<file path="src/rtl/snake_game_ctrl.sv">
// Snake game sequencer: key decode, step scheduling, direction rules, score and game state.
// Optional macro SNAKE_SPEEDUP_EN shortens the step period every FOODS_PER_LVL foods.
module snake_game_ctrl #(
    parameter int unsigned STEP_BASE     = 10_000_000,
    parameter int unsigned STEP_MIN      = 2_500_000,
    parameter int unsigned STEP_DEC      = 500_000,
    parameter int unsigned FOODS_PER_LVL = 4,
    parameter int unsigned SCORE_W       = 8
) (
    input  logic               clk,
    input  logic               reset,
    input  logic               key_w,
    input  logic               key_a,
    input  logic               key_s,
    input  logic               key_d,
    input  logic               collide,
    input  logic               food_eaten,
    output logic               step,
    output logic [2:0]         dir,
    output logic               grow,
    output logic [SCORE_W-1:0] score,
    output logic [1:0]         state
);

    localparam int unsigned CNT_W = $clog2(STEP_BASE + 1);

    localparam logic [2:0] DIR_IDLE  = 3'd0;
    localparam logic [2:0] DIR_UP    = 3'd1;
    localparam logic [2:0] DIR_LEFT  = 3'd2;
    localparam logic [2:0] DIR_DOWN  = 3'd3;
    localparam logic [2:0] DIR_RIGHT = 3'd4;
    localparam logic [2:0] DIR_OVER  = 3'd5;

    typedef enum logic [1:0] {
        ST_IDLE = 2'd0,
        ST_PLAY = 2'd1,
        ST_OVER = 2'd2
    } state_t;

    state_t             st, st_nxt;
    logic [2:0]         dir_nxt, next_dir, next_dir_nxt;
    logic               step_nxt, grow_nxt;
    logic [SCORE_W-1:0] score_nxt;
    logic [CNT_W-1:0]   cnt, cnt_nxt;
    logic [CNT_W-1:0]   cur_period;
    logic               key_any;
    logic [2:0]         key_code;
    logic [2:0]         dir_rev;
    logic               terminal;

`ifdef SNAKE_SPEEDUP_EN
    localparam int unsigned FC_W = (FOODS_PER_LVL > 1) ? $clog2(FOODS_PER_LVL) : 1;

    // period is the pending value; cur_period is latched at each wrap so intervals never truncate
    logic [CNT_W-1:0] period, period_nxt, cur_period_nxt;
    logic [FC_W-1:0]  food_cnt, food_cnt_nxt;
`else
    assign cur_period = CNT_W'(STEP_BASE);
`endif

    assign state    = st;
    assign terminal = (cnt == cur_period - CNT_W'(1));

    // Priority key decode W > A > S > D and reverse-direction lookup
    always_comb begin
        key_any  = key_w | key_a | key_s | key_d;
        key_code = DIR_IDLE;
        if (key_w)      key_code = DIR_UP;
        else if (key_a) key_code = DIR_LEFT;
        else if (key_s) key_code = DIR_DOWN;
        else if (key_d) key_code = DIR_RIGHT;

        case (dir)
            DIR_UP:    dir_rev = DIR_DOWN;
            DIR_LEFT:  dir_rev = DIR_RIGHT;
            DIR_DOWN:  dir_rev = DIR_UP;
            DIR_RIGHT: dir_rev = DIR_LEFT;
            default:   dir_rev = DIR_IDLE;
        endcase
    end

    always_ff @(posedge clk or negedge reset) begin
        if (!reset) st <= ST_IDLE;
        else        st <= st_nxt;
    end

    // Next-state and datapath update
    always_comb begin
        st_nxt       = st;
        dir_nxt      = dir;
        next_dir_nxt = next_dir;
        step_nxt     = 1'b0;
        grow_nxt     = 1'b0;
        score_nxt    = score;
        cnt_nxt      = cnt;
`ifdef SNAKE_SPEEDUP_EN
        period_nxt     = period;
        cur_period_nxt = cur_period;
        food_cnt_nxt   = food_cnt;
`endif
        case (st)
            ST_IDLE: begin
                if (key_any) begin
                    st_nxt       = ST_PLAY;
                    dir_nxt      = key_code;
                    next_dir_nxt = key_code;
                    cnt_nxt      = '0;
`ifdef SNAKE_SPEEDUP_EN
                    cur_period_nxt = period;
`endif
                end
            end
            ST_PLAY: begin
                if (collide) begin
                    st_nxt  = ST_OVER;
                    dir_nxt = DIR_OVER;
                end else begin
                    if (key_any && key_code != dir && key_code != dir_rev)
                        next_dir_nxt = key_code;
                    if (food_eaten) begin
                        grow_nxt = 1'b1;
                        if (score != '1) score_nxt = score + SCORE_W'(1);
`ifdef SNAKE_SPEEDUP_EN
                        if (food_cnt == FC_W'(FOODS_PER_LVL - 1)) begin
                            food_cnt_nxt = '0;
                            period_nxt   = (32'(period) >= STEP_MIN + STEP_DEC)
                                         ? period - CNT_W'(STEP_DEC) : CNT_W'(STEP_MIN);
                        end else begin
                            food_cnt_nxt = food_cnt + FC_W'(1);
                        end
`endif
                    end
                    if (terminal) begin
                        step_nxt = 1'b1;
                        cnt_nxt  = '0;
                        dir_nxt  = next_dir;
`ifdef SNAKE_SPEEDUP_EN
                        cur_period_nxt = period_nxt;
`endif
                    end else begin
                        cnt_nxt = cnt + CNT_W'(1);
                    end
                end
            end
            ST_OVER: begin
                if (key_any) begin
                    st_nxt       = ST_IDLE;
                    score_nxt    = '0;
                    dir_nxt      = DIR_IDLE;
                    next_dir_nxt = DIR_IDLE;
`ifdef SNAKE_SPEEDUP_EN
                    period_nxt   = CNT_W'(STEP_BASE);
                    food_cnt_nxt = '0;
`endif
                end
            end
            default: st_nxt = ST_IDLE;
        endcase
    end

    always_ff @(posedge clk or negedge reset) begin
        if (!reset) begin
            dir      <= DIR_IDLE;
            next_dir <= DIR_IDLE;
            step     <= 1'b0;
            grow     <= 1'b0;
            score    <= '0;
            cnt      <= '0;
        end else begin
            dir      <= dir_nxt;
            next_dir <= next_dir_nxt;
            step     <= step_nxt;
            grow     <= grow_nxt;
            score    <= score_nxt;
            cnt      <= cnt_nxt;
        end
    end

`ifdef SNAKE_SPEEDUP_EN
    always_ff @(posedge clk or negedge reset) begin
        if (!reset) begin
            period     <= CNT_W'(STEP_BASE);
            cur_period <= CNT_W'(STEP_BASE);
            food_cnt   <= '0;
        end else begin
            period     <= period_nxt;
            cur_period <= cur_period_nxt;
            food_cnt   <= food_cnt_nxt;
        end
    end
`endif

endmodule

</file>
<file path="config.mk">
export PLATFORM = sky130hd
export DESIGN_NAME = snake_game_ctrl
export DESIGN_NICKNAME = d
export VERILOG_FILES = /design/src/rtl/snake_game_ctrl.sv
export SDC_FILE = /design/constraint.sdc
export NUM_CORES = 1
export LEC_CHECK = 0
export CORE_AREA = 2 2 74 90
export CTS_CLUSTER_DIAMETER = 50
export DETAILED_ROUTE_END_ITERATION = 16
export DIE_AREA = 0 0 76 92
export PLACE_DENSITY = 0.66
export SETUP_SLACK_MARGIN = 0.5
export SLEW_MARGIN = 20
export SYNTH_ARGS = -nofsm -noshare
export SYNTH_HDL_FRONTEND = slang
export SYNTH_SLANG_ARGS = --single-unit
</file>
<file path="constraint.sdc">
create_clock -name clk -period 2 [get_ports clk]
set_input_delay 0.5 -clock clk [delete_from_list [all_inputs] [get_ports clk]]
set_output_delay 0.5 -clock clk [all_outputs]
set_load 0.01 [all_outputs]
</file>
; Word-level counts from Yosys, hierarchy flattened
; Cells that the tools add are included.
; Widths: inputs -> output; s select.
[word_totals]
regBits = 42
input_bits = 8
out_inout_bits = 15
wordCells = 73
[op_classes]
add_sub_neg = 2
eq_ne = 18
mux = 32
n_bitwise = 3
n_reduce_logical = 11
[ops]
columns = op, count
row1 = $mux 24, 3
row2 = $pmux 24 s2, 1
row3 = $mux 8, 4
row4 = $mux 3, 10
row5 = $add 24x1->24 const B, 1
row6 = $eq 24x24->1 const B, 1
row7 = $pmux 3 s3, 2
row8 = $pmux 8 s2, 1
row9 = $ne 2x2->1 const B, 7
row10 = $pmux 3 s4, 1
row11 = $reduce_and 5->1, 2
row12 = $add 8x1->8 const B, 1
row13 = $ne 8x8->1 const B, 1
row14 = $eq 3x2->1 const B, 2
row15 = $mux 1, 6
row16 = $mux 2, 3
row17 = $ne 3x3->1, 2
row18 = $pmux 2 s3, 1
row19 = $reduce_and 3->1, 2
row20 = $reduce_and 4->1, 1
row21 = $reduce_bool 2->1, 2
row22 = $eq 3x1->1 const B, 1
row23 = $eq 3x3->1 const B, 1
row24 = $ne 3x3->1 const B, 1
row25 = 6 further kinds, 9

; Longest topological paths before layout
; Gate-level depths: netlist of run 1.
[logic_depth]
depth_word = 10
depth_mapped = 9
ltp_nobuf = 7

; Worst setup path before layout of run 1
; OpenSTA, ideal clock, no wires.
[synth_path]
path_type = flip-flop to flip-flop
from = register st[0], in the netlist state[0]
to = register next_dir[0]
setup_time_ps = 128
arrival_ps = 1884
required_ps = 1872
setup_slack_ps = -11
stages_incl_launch_ff = 8
path_buffers = 0
period_less_slack_ps = 2011
path_cell_list = dfrtp_1 -> inv_1 -> ha_1 -> or2_2 -> a21oi_1 -> nand4_1 -> o21ai_2 -> mux2_1
[synth_via]
elab_chain_cells = 3
elab_cells_between_ends = 10
cone_classes = eq/ne (6) / mux (1) / reduce/logical (3)
[synth_rtl]
columns = element, line_no
row1 = "start, declared", 40  ; state_t st, st_nxt;
row2 = "start signal, assigned", 84  ; else st <= st_nxt;
row3 = "$eq 2x1->1, or another cell as far along", 101  ; case (st)
row4 = $ne 2x2->1 (no source line) / $reduce_bool 3->1 (equally long branches), --
row5 = $reduce_and 5->1 (no source line), --
row6 = "end signal, assigned", 171  ; next_dir <= next_dir_nxt;
row7 = "end, declared", 41  ; logic [2:0] dir_nxt, next_dir, next_dir_nxt;
; Several ways; a longest one is shown, not always the timed one.
; A chain may end at the register's enable or synchronous reset.

; Worst setup path after layout of run 1
[layout_path]
from = register cnt[0]
to = register dir[2]
[layout_via]
elab_chain_cells = 3
[layout_rtl]
columns = element, line_no
row1 = "start, declared", 44  ; logic [CNT_W-1:0] cnt, cnt_nxt;
row2 = "start signal, assigned", 175  ; cnt <= cnt_nxt;
row3 = $eq 24x24->1, 62  ; assign terminal = (cnt == cur_period - CNT_W'(1));
row4 = $ne 3x3->1 (no source line), --
row5 = $reduce_and 4->1 (no source line), --
row6 = "end signal, assigned", 170  ; dir <= dir_nxt;
row7 = "end, declared", 19  ; output logic [2:0] dir,
; Every way passes these cells.

==> results of run 1 <==
==> report_power, final <==
part	leakage [nW]	internal (mW)	switching [mW]
Sequential	0.541	1.02	0.192
Combinational	1.32	2.02	1.83
Clock	0.0573	0.400	0.325
==> final timing paths <==
kind	cells past startpoint	slack, ps	endpoint	startpoint
worst max-delay path	6	80	dir[2]	cnt[0]
worst min register to register	1	520	next_dir[1]	next_dir[1]
worst max register to register	6	80	dir[2]	cnt[0]
worst min-delay path	1	100	cnt[14]	reset
min in group clk	1	520	next_dir[1]	next_dir[1]
max in group asynchronous	2	1410	score[4]	reset
==> stage by stage <==
step           utilization [%]  hold WS, ps  total power, mW
2_1_floorplan                -        204.4            2.869
3_3_place_gp             55.20        441.2            3.689
3_5_place_dp             55.20        443.8            3.743
4_1_cts                  64.82        118.2            5.236
5_1_grt                  69.72        130.7            6.085
6_report                 69.72        95.86            5.793
==> worst max-delay path, cell delays in order, from the launching register on <==
cell and delay (ps):
dfrtp_1 430, ha_4 190, and4_4 230, and3_4 250, nand3_4 90, a22o_1 260, a222oi_1 350
==> layout make-up <==
class | count | area, um2
Sequential cell | 42 | 1064
Clock buffer | 6 | 82.58
Fill cell | 453 | 1879
Clock inverter | 1 | 30.03
Timing Repair Buffer | 113 | 1012
Tap cell | 85 | 106.4
Inverter | 15 | 66.31
Multi-Input combinational cell | 229 | 1966
==> metal layers <==
metal	GRT usage (%)	vias to the layer above	wire length (um)
li1	-	1329	-
met1	27.58	1371	3360
met2	44.64	76	4522
met3	2.953	14	307
met4	7.727	0	149
met5	0	-	0
==> timing repair <==
action / CTS / global route
setup endpoints to repair: 56 / 48
pin swaps: 32 / 26
setup buffers: 34 / 14
gates resized for setup: 95 / 49
cloned: 2 / 0
==> sequential cells by signal (all words and copies together), names as in the netlist <==
register,count
cnt,24
dir,3
grow,1
next_dir,3
score,8
state,2
step,1
==> cell usage after synthesis, types with 2 or more instances <==
| cell | count | area [um2] |
|---|---|---|
| a211oi_1 | 2 | 15.01 |
| a21o_1 | 10 | 75.07 |
| a21oi_1 | 18 | 90.09 |
| a221o_1 | 3 | 30.03 |
| a22o_1 | 14 | 122.6 |
| and2_1 | 2 | 12.51 |
| and2b_1 | 2 | 15.01 |
| and3_1 | 3 | 18.77 |
| and3b_1 | 2 | 17.52 |
| buf_2 | 5 | 25.02 |
| buf_4 | 4 | 30.03 |
| dfrtp_1 | 42 | 1051 |
| ha_1 | 7 | 87.58 |
| inv_1 | 15 | 56.30 |
| mux2_1 | 3 | 33.78 |
| nand2_1 | 28 | 105.1 |
| nand2b_1 | 5 | 31.28 |
| nand3_1 | 18 | 90.09 |
| nand4_1 | 5 | 31.28 |
| nand4_2 | 2 | 25.02 |
| nor2_1 | 21 | 78.83 |
| nor3_1 | 7 | 35.03 |
| nor4_1 | 4 | 25.02 |
| nor4_4 | 3 | 63.81 |
| nor4b_1 | 3 | 26.28 |
| o211ai_1 | 5 | 37.54 |
| o21a_1 | 2 | 15.01 |
| o21ai_0 | 11 | 55.05 |
| o21ai_1 | 4 | 20.02 |
| o22ai_1 | 2 | 12.51 |
| or2_2 | 4 | 25.02 |
| or3_1 | 5 | 31.28 |
| or4_1 | 6 | 45.04 |
| xnor2_1 | 2 | 17.52 |
==> cell families after synthesis <==
| group | count (synthesis) | synth area share (%) |
|---|---|---|
| adders and majority gates | 7 | 3.238 |
| muxes | 4 | 1.665 |
| xor gates and xnor gates | 3 | 0.9715 |
| AOI/OAI and AO/OA | 85 | 22.39 |
| buffers and inverters | 26 | 4.717 |
| and+or+nand+nor | 129 | 28.17 |
| DFF | 42 | 38.85 |
==> qor.yml, run 1 <==
outcome: "finished, final reports clean"
drv_cap: 0
clock_latency_ps: 320
ant_nets: 0
final_common_cell: "buf_4"
placed_area_um2: 3426
start_util_pct: 43.59
antenna_found_initial: 0
hpwl_um: 5058
p_leak_nw: 1.914
finalHoldViolCount: 0
drive_gt1_share_pct: 47.04
grt_remaining_overflow: 0
grt_pass1_wl_um: 13280
crit_path_start_kind: "flip-flop"
rsz0062_at_grt: "true"
die_height_um: 92
grtUsageTotal_pct: 23.62
core_area_um2: 6206
vias: 2790
period_needed_ps: 1923
worst_pin_slew_ps: 398.6
grt_max_degree: 29
cts_buffers: 5
cp_max_fo: 5
synth.net_count: 311
pwr_density_cell_nw_per_um2: 1339
final_nets: 421
synth-edff-count: 0
ys_ff_latch: 42
synth_seq_area_share_pct: 38.85
first_global_vias: 2763
fin_skew_ps: 11.93
layoutNonFillerInstCount: 491
crit_arrival_ps: 2110
ir_worst_vdd_mv: 0.9490
detail_route.wl_per_cell_um: 16.98
critPathCaptureType: "flip-flop"
final_cell_area_um2: 4327
path_clk_slew_ps: 90
hold_buffers: 0
mostFrequentLayoutCells: "buf_4 (62), dfrtp_1 (32), buf_6 (27)"
dp.cells: 434
synth_cell_types: 61
post-route-drc-count: 0
finalSetupTns_ps: 0
vias_per_cell: 5.682
wl_um: 8339
hp-class: "primary input to async pin"
fmax_ghz: 0.5200
synthesis.area_um2: 2705
areaGrowthSynthToFinish_pct: 59.94
cts-root-buf: "clkbuf_8"
cts.sinks: 42
finalWorstSetupSlack_ps: 76.93
ios: 23
path_class: "flip-flop to flip-flop"
gp_congestion: 0.8686
first_iter_violations: 163
syn_inst: 296
rows: 32
async_reset_ff_share_pct: 100.0
die_width_um: 76
antenna-diode-count: 0
htreeDepth: 2
die_area_um2: 6992
drv_slew: 0
postSynthAreaPerCell_um2: 9.139
relSlewSlack_pct: 73.40
required_ps: 2190
drtPass1Iterations: 4
setup_violations: 0
place_ws_ps: -397.8
numPortBuffers: 22
finalCritPeriodShare_pct: 96.15
cts_tree: "yes"
synth-main-ff-cell: "dfrtp_1"
yosysWarnings: 0
max-clock-path-buffers: 2
Power figures use the tool's default switching activity.
==> run 2, diff against run 1 <==
--- a/config.mk
+++ b/config.mk
@@ -9,6 +9,7 @@
 export CTS_CLUSTER_DIAMETER = 50
 export DETAILED_ROUTE_END_ITERATION = 16
 export DIE_AREA = 0 0 76 92
+export GPL_TIMING_DRIVEN = 0
 export PLACE_DENSITY = 0.66
 export SETUP_SLACK_MARGIN = 0.5
 export SLEW_MARGIN = 20
==> constraint.sdc (replaced) <==
create_clock -name clk -period 2 [get_ports clk]
set_input_delay 0.4 -clock clk [delete_from_list [all_inputs] [get_ports clk]]
set_output_delay 0.4 -clock clk [all_outputs]
set_load 0.01 [all_outputs]
==> run 2 against run 1 <==
Compared with the run above:
- largest cell class unchanged
- global-route usage fell by 1.3 points
- sequential share of layout area rose by 1.3 points
- die area did not move
- wire length fell by 3.8%
- count of clock-buffer cells in the layout fell by 1
- register-to-register slack got worse by 70 ps
==> qor.yml, run 2 (same netlist as run 1, synthesis figures left out) <==
outcome: "finished, final reports clean"
finalSetupTns_ps: 0
regMostFlops: "cnt"
top_regs: "cnt x24, score x8"
layoutNonFillerInstCount: 467
period_needed_ps: 1993
cp_cell_sequence: "ha_4, and4_4, and3_4, a31o_4, buf_8, or4_1, o21ai_1"
ios: 23
critPathCaptureType: "flip-flop"
fin_skew_ps: 13.50
htreeDepth: 2
relSlewSlack_pct: 64.09
die_area_um2: 6992
critPathBufInv: 1
p_leak_nw: 1.815
reg2regPathDepth: 7
drtPass1Iterations: 6
die_width_um: 76
cts_tree: "yes"
rows: 32
first_iter_violations: 219
ir_worst_vdd_mv: 0.7987
numPortBuffers: 20
fill_cells: 475
setup_violations: 0
crit_arrival_ps: 2230
finalHoldViolCount: 0
clockPowerShare_pct: 11.9
p_sw_mw: 2.347
power_mw: 5.731
ant_nets: 0
grtUsageTotal_pct: 22.27
vias: 2747
fmax_ghz: 0.5018
dp.cells: 402
first_global_vias: 2665
critPathSlowestCell: "dfrtp_2"
path_clk_slew_ps: 90
seq_area_um2: 1061
cts.sinks: 42
vias_per_cell: 5.882
antenna-diode-count: 0
rrSetupSlack_ps: 7
r2r_end: "cnt[18]"
die_height_um: 92
core_area_um2: 6206
drv_slew: 0
clock_latency_ps: 300
required_ps: 2240
timing.rr.start: "cnt[0]"
crit_path_start_kind: "flip-flop"
antenna_found_initial: 0
finalCritPeriodShare_pct: 99.65
start_util_pct: 43.59
path_delay_family: "simple AND/OR/NAND/NOR gates"
drive_gt1_share_pct: 42.67
pwr_density_cell_nw_per_um2: 1400
hpwl_um: 4731
areaGrowthSynthToFinish_pct: 51.30
final_common_cell: "buf_4"
placed_area_um2: 3169
detail_route.wl_per_cell_um: 17.19
cp_max_fo: 5
rsz0062_at_grt: "true"
power.internal_mw: 3.384
hold_buffers: 0
grt_max_degree: 24
max-clock-path-buffers: 2
drv_cap: 0
grt_pass1_wl_um: 12660
path_class: "flip-flop to flip-flop"
post-route-drc-count: 0
final_nets: 396
final_cell_area_um2: 4093
grt_remaining_overflow: 0
seqPwrFrac_pct: 21.2
max_stage_delay_ps: 460
mostFrequentLayoutCells: "buf_4 (37), dfrtp_1 (34), buf_6 (21)"
worst_pin_slew_ps: 538.6
wl_um: 8026
multi_input_area_um2: 1886
cts_buffers: 5
gp_congestion: 0.8444
hp-class: "primary input to async pin"
combPwrFrac_pct: 66.8
cts-root-buf: "clkbuf_8"
sw_frac_of_total_pct: 40.95
largest_reg_flops: 24
-- run 2: cell types whose count changed in the layout (fill, tap and decap cells not counted), moves of 4 or more --
cell / delta
a21oi_2: +4
buf_4: -25
buf_6: -6
buf_8: +4
dlygate4sd2_1: +9
-- run 2: how the worst max path moves through the flow --
stage,start,to,slack (ps),cells past startpoint
3_5_place_dp,key_a,cnt[13],-480,7
6_report,cnt[0],cnt[18],7,7
3_3_place_gp,reset,state[1],-840,1
5_1_grt,cnt[1],cnt[20],-40,6
2_1_floorplan,cnt[0],cnt[15],160,7
4_1_cts,cnt[11],cnt[18],60,5
-- run 2: through the flow --
step	setup slack, ps	utilization [%]	hold WS [ps]
4_1_cts	63.18	60.85	83.96
3_3_place_gp	-844.3	50.71	468.8
3_5_place_dp	-475.8	51.07	407.6
2_1_floorplan	157.1	-	104.4
5_1_grt	-38.94	65.95	111.9
6_report	7.045	65.95	70.22
-- run 2: power by group through the flow --
stage / clock network (mW) / logic [mW] / registers (mW)
detailed placement: 0 / 2.23 / 1.25
floorplan: 0 / 1.54 / 1.26
global placement: 0 / 2.20 / 1.25
CTS: 0.690 / 3.35 / 1.21
global route: 0.726 / 4.09 / 1.23
finish: 0.683 / 3.83 / 1.22
-- run 2: area by class of cell --
type                            instances  area share (%)
Multi-Input combinational cell        228           46.07
Buffer                                 11           2.904
Inverter                               15           1.559
Tap cell                               85           2.599
Timing Repair Buffer                   78           18.28
Clock inverter                          3          0.9783
Clock buffer                            5           1.681
Sequential cell                        42           25.92
-- run 2: timing repair --
| item | 4_1_cts | 5_1_grt |
|---|---|---|
| buffers inserted | 39 | 14 |
| pin swaps | 24 | 33 |
| resized for setup | 71 | 52 |
| setup endpoints to repair | 55 | 41 |
| cloned | 4 | 0 |
-- run 2: worst reg2reg max path, cell delays in order, from the launching register on --
cell	delay (ps)
dfrtp_2	460
ha_4	190
and4_4	190
and3_4	200
a31o_4	250
buf_8	140
or4_1	410
o21ai_1	90
-- run 2: per-layer routing --
layer  vias to the layer above  global-route usage (%)  wire length [um]
li1                       1289                       -                 -
met1                      1365                   27.66              3354
met2                        77                   40.03              4262
met3                        16                   2.165               255
met4                         0                   8.485               153
met5                         -                       0                 0
==> run 3, diff against run 2 <==
--- a/config.mk
+++ b/config.mk
@@ -7,10 +7,10 @@
 export LEC_CHECK = 0
 export CORE_AREA = 2 2 74 90
 export CTS_CLUSTER_DIAMETER = 50
+export CTS_CLUSTER_SIZE = 10
 export DETAILED_ROUTE_END_ITERATION = 16
 export DIE_AREA = 0 0 76 92
 export GPL_TIMING_DRIVEN = 0
-export PLACE_DENSITY = 0.66
 export SETUP_SLACK_MARGIN = 0.5
 export SLEW_MARGIN = 20
 export SYNTH_ARGS = -nofsm -noshare
==> constraint.sdc (replaced) <==
create_clock -name clk -period 2.43 [get_ports clk]
set_input_delay 0.486 -clock clk [delete_from_list [all_inputs] [get_ports clk]]
set_output_delay 0.486 -clock clk [all_outputs]
set_load 0.01 [all_outputs]
==> run 3 against run 2 <==
Compared with the run above:
- fmax up 1.3%
- critical endpoint is now dir[2]
- critical path type unchanged
- flip-flop and latch count unchanged
- utilization down 5.8 points
- worst hold slack worse by 19 ps
- die area unchanged
- sequential share of layout area up 2.4 points
- first-iteration DRC count down 42%
- combinational power down 33%
- sequential power down 18%
- wire length down 7.6%
- clock power down 28%
- global-route usage down 1.4 points
==> qor.yml, run 3 (same netlist as run 1, synthesis figures left out) <==
crit_start: "cnt[8]"
numPortBuffers: 20
die_width_um: 76
fin_skew_ps: 8.803
antenna-diode-count: 0
die_height_um: 92
regMostFlops: "cnt"
p_leak_nw: 1.611
max-clock-path-buffers: 2
final_nets: 374
vias_per_cell: 5.703
hold_buffers: 0
start_util_pct: 43.59
finalCritPeriodShare_pct: 81.00
ios: 23
placed_area_um2: 3058
gp_congestion: 0.9165
drive_gt1_share_pct: 31.39
drv_cap: 0
path_clk_slew_ps: 90
ir_worst_vdd_mv: 0.6704
post-route-drc-count: 0
cts-root-buf: "clkbuf_8"
clockPowerShare_pct: 12.1
final_cell_area_um2: 3730
first_global_vias: 2409
timing.rr.start: "cnt[8]"
power.internal_mw: 2.340
clock_latency_ps: 310
critPathSlowestCell: "dfrtp_2"
grt_remaining_overflow: 0
hpwl_um: 4793
rsz0062_at_grt: "true"
grtUsageTotal_pct: 20.91
detail_route.wl_per_cell_um: 16.67
period_needed_ps: 1968
path_delay_family: "compound AO/OA/AOI/OAI gates"
hold_slack_ps: 50.74
critPathCaptureType: "flip-flop"
drv_slew: 0
dp.cells: 402
layoutNonFillerInstCount: 445
vias: 2538
first_iter_violations: 127
ant_nets: 0
cts_buffers: 5
sw_frac_of_total_pct: 42.41
htreeDepth: 2
top_regs: "cnt x24, score x8"
rows: 32
cts.sinks: 42
max_stage_delay_ps: 460
grt_max_degree: 32
worst_pin_slew_ps: 449.9
outcome: "finished, final reports clean"
cts_tree: "yes"
grt_pass1_wl_um: 11710
crit_arrival_ps: 2140
critPathBufInv: 1
relSlewSlack_pct: 70.00
finalHoldViolCount: 0
cp_max_fo: 4
drtPass1Iterations: 4
pwr_density_cell_nw_per_um2: 1089
mostFrequentLayoutCells: "dfrtp_1 (37), buf_4 (30), nand2_1 (27)"
wl_um: 7417
hp-class: "primary input to async pin"
die_area_um2: 6992
p_sw_mw: 1.723
seqPwrFrac_pct: 24.6
seq_area_um2: 1057
rrSetupSlack_ps: 460
crit_path_start_kind: "flip-flop"
antenna_found_initial: 0
setup_violations: 0
largest_reg_flops: 24
cp_cell_sequence: "nor4b_4, and3_4, buf_4, nand3_4, a22o_1, a222oi_1"
fill_cells: 535
fmax_ghz: 0.5080
areaGrowthSynthToFinish_pct: 37.88
path_class: "flip-flop to flip-flop"
final_common_cell: "dfrtp_1"
required_ps: 2600
multi_input_area_um2: 1770
core_area_um2: 6206
combPwrFrac_pct: 63.2
## run 3: cell type report
cell class | count | area share (%)
multi-input combinational | 228 | 47.47
sequential | 42 | 28.35
timing repair buffer | 56 | 14.42
tap | 85 | 2.851
buffer | 11 | 2.650
clock buffer | 5 | 1.845
inverter | 15 | 1.744
clock inverter | 3 | 0.6709
## run 3: worst paths after layout
path                            cells after the start          end
worst max-delay path                                6       dir[2]
worst min-delay path                                1      cnt[14]
worst max register to register                      6       dir[2]
worst min register to register                      1  next_dir[1]
max in group asynchronous                           2       cnt[8]
min in group clk                                    1  next_dir[1]
## run 3: layer usage
layer	track usage, %	vias up	share of wire, %
li1	-	1237	-
met1	24.59	1225	42
met2	38.32	60	53
met3	3.543	16	3.6
met4	7.424	0	2.2
met5	0	-	0
## run 3: worst register-to-register path: stages (launching register included)
cell,delay [ps]
dfrtp_2,460
nor4b_4,290
and3_4,240
buf_4,130
nand3_4,80
a22o_1,270
a222oi_1,390
## run 3: through the flow
| step | power, mW | TNS [ps] | util (%) | worst slack (ps) |
|---|---|---|---|---|
| after floorplan | 2.161 | 0 | - | 506.2 |
| final | 4.063 | 0 | 60.10 | 461.7 |
| after global placement | 2.731 | -15760 | 49.03 | -466.3 |
| after detailed placement | 2.753 | -2477 | 49.27 | -160.1 |
| after CTS | 3.594 | 0 | 55.22 | 467.6 |
| after global routing | 4.326 | 0 | 60.10 | 398.1 |
## run 3: timing repair
action / CTS / global route
gates cloned: 1 / 2
setup endpoints to repair: 37 / 29
resized for setup: 27 / 32
pin swaps: 14 / 18
buffers inserted: 17 / 15
hold endpoints to repair: 0 / 0
## run 3: power by group through the flow
stage	Clock (mW)	Combinational, mW	Sequential [mW]
3_5_place_dp	0	1.74	1.01
3_3_place_gp	0	1.72	1.01
4_1_cts	0.497	2.11	0.986
6_report	0.493	2.57	1.00
2_1_floorplan	0	1.14	1.02
5_1_grt	0.535	2.76	1.03
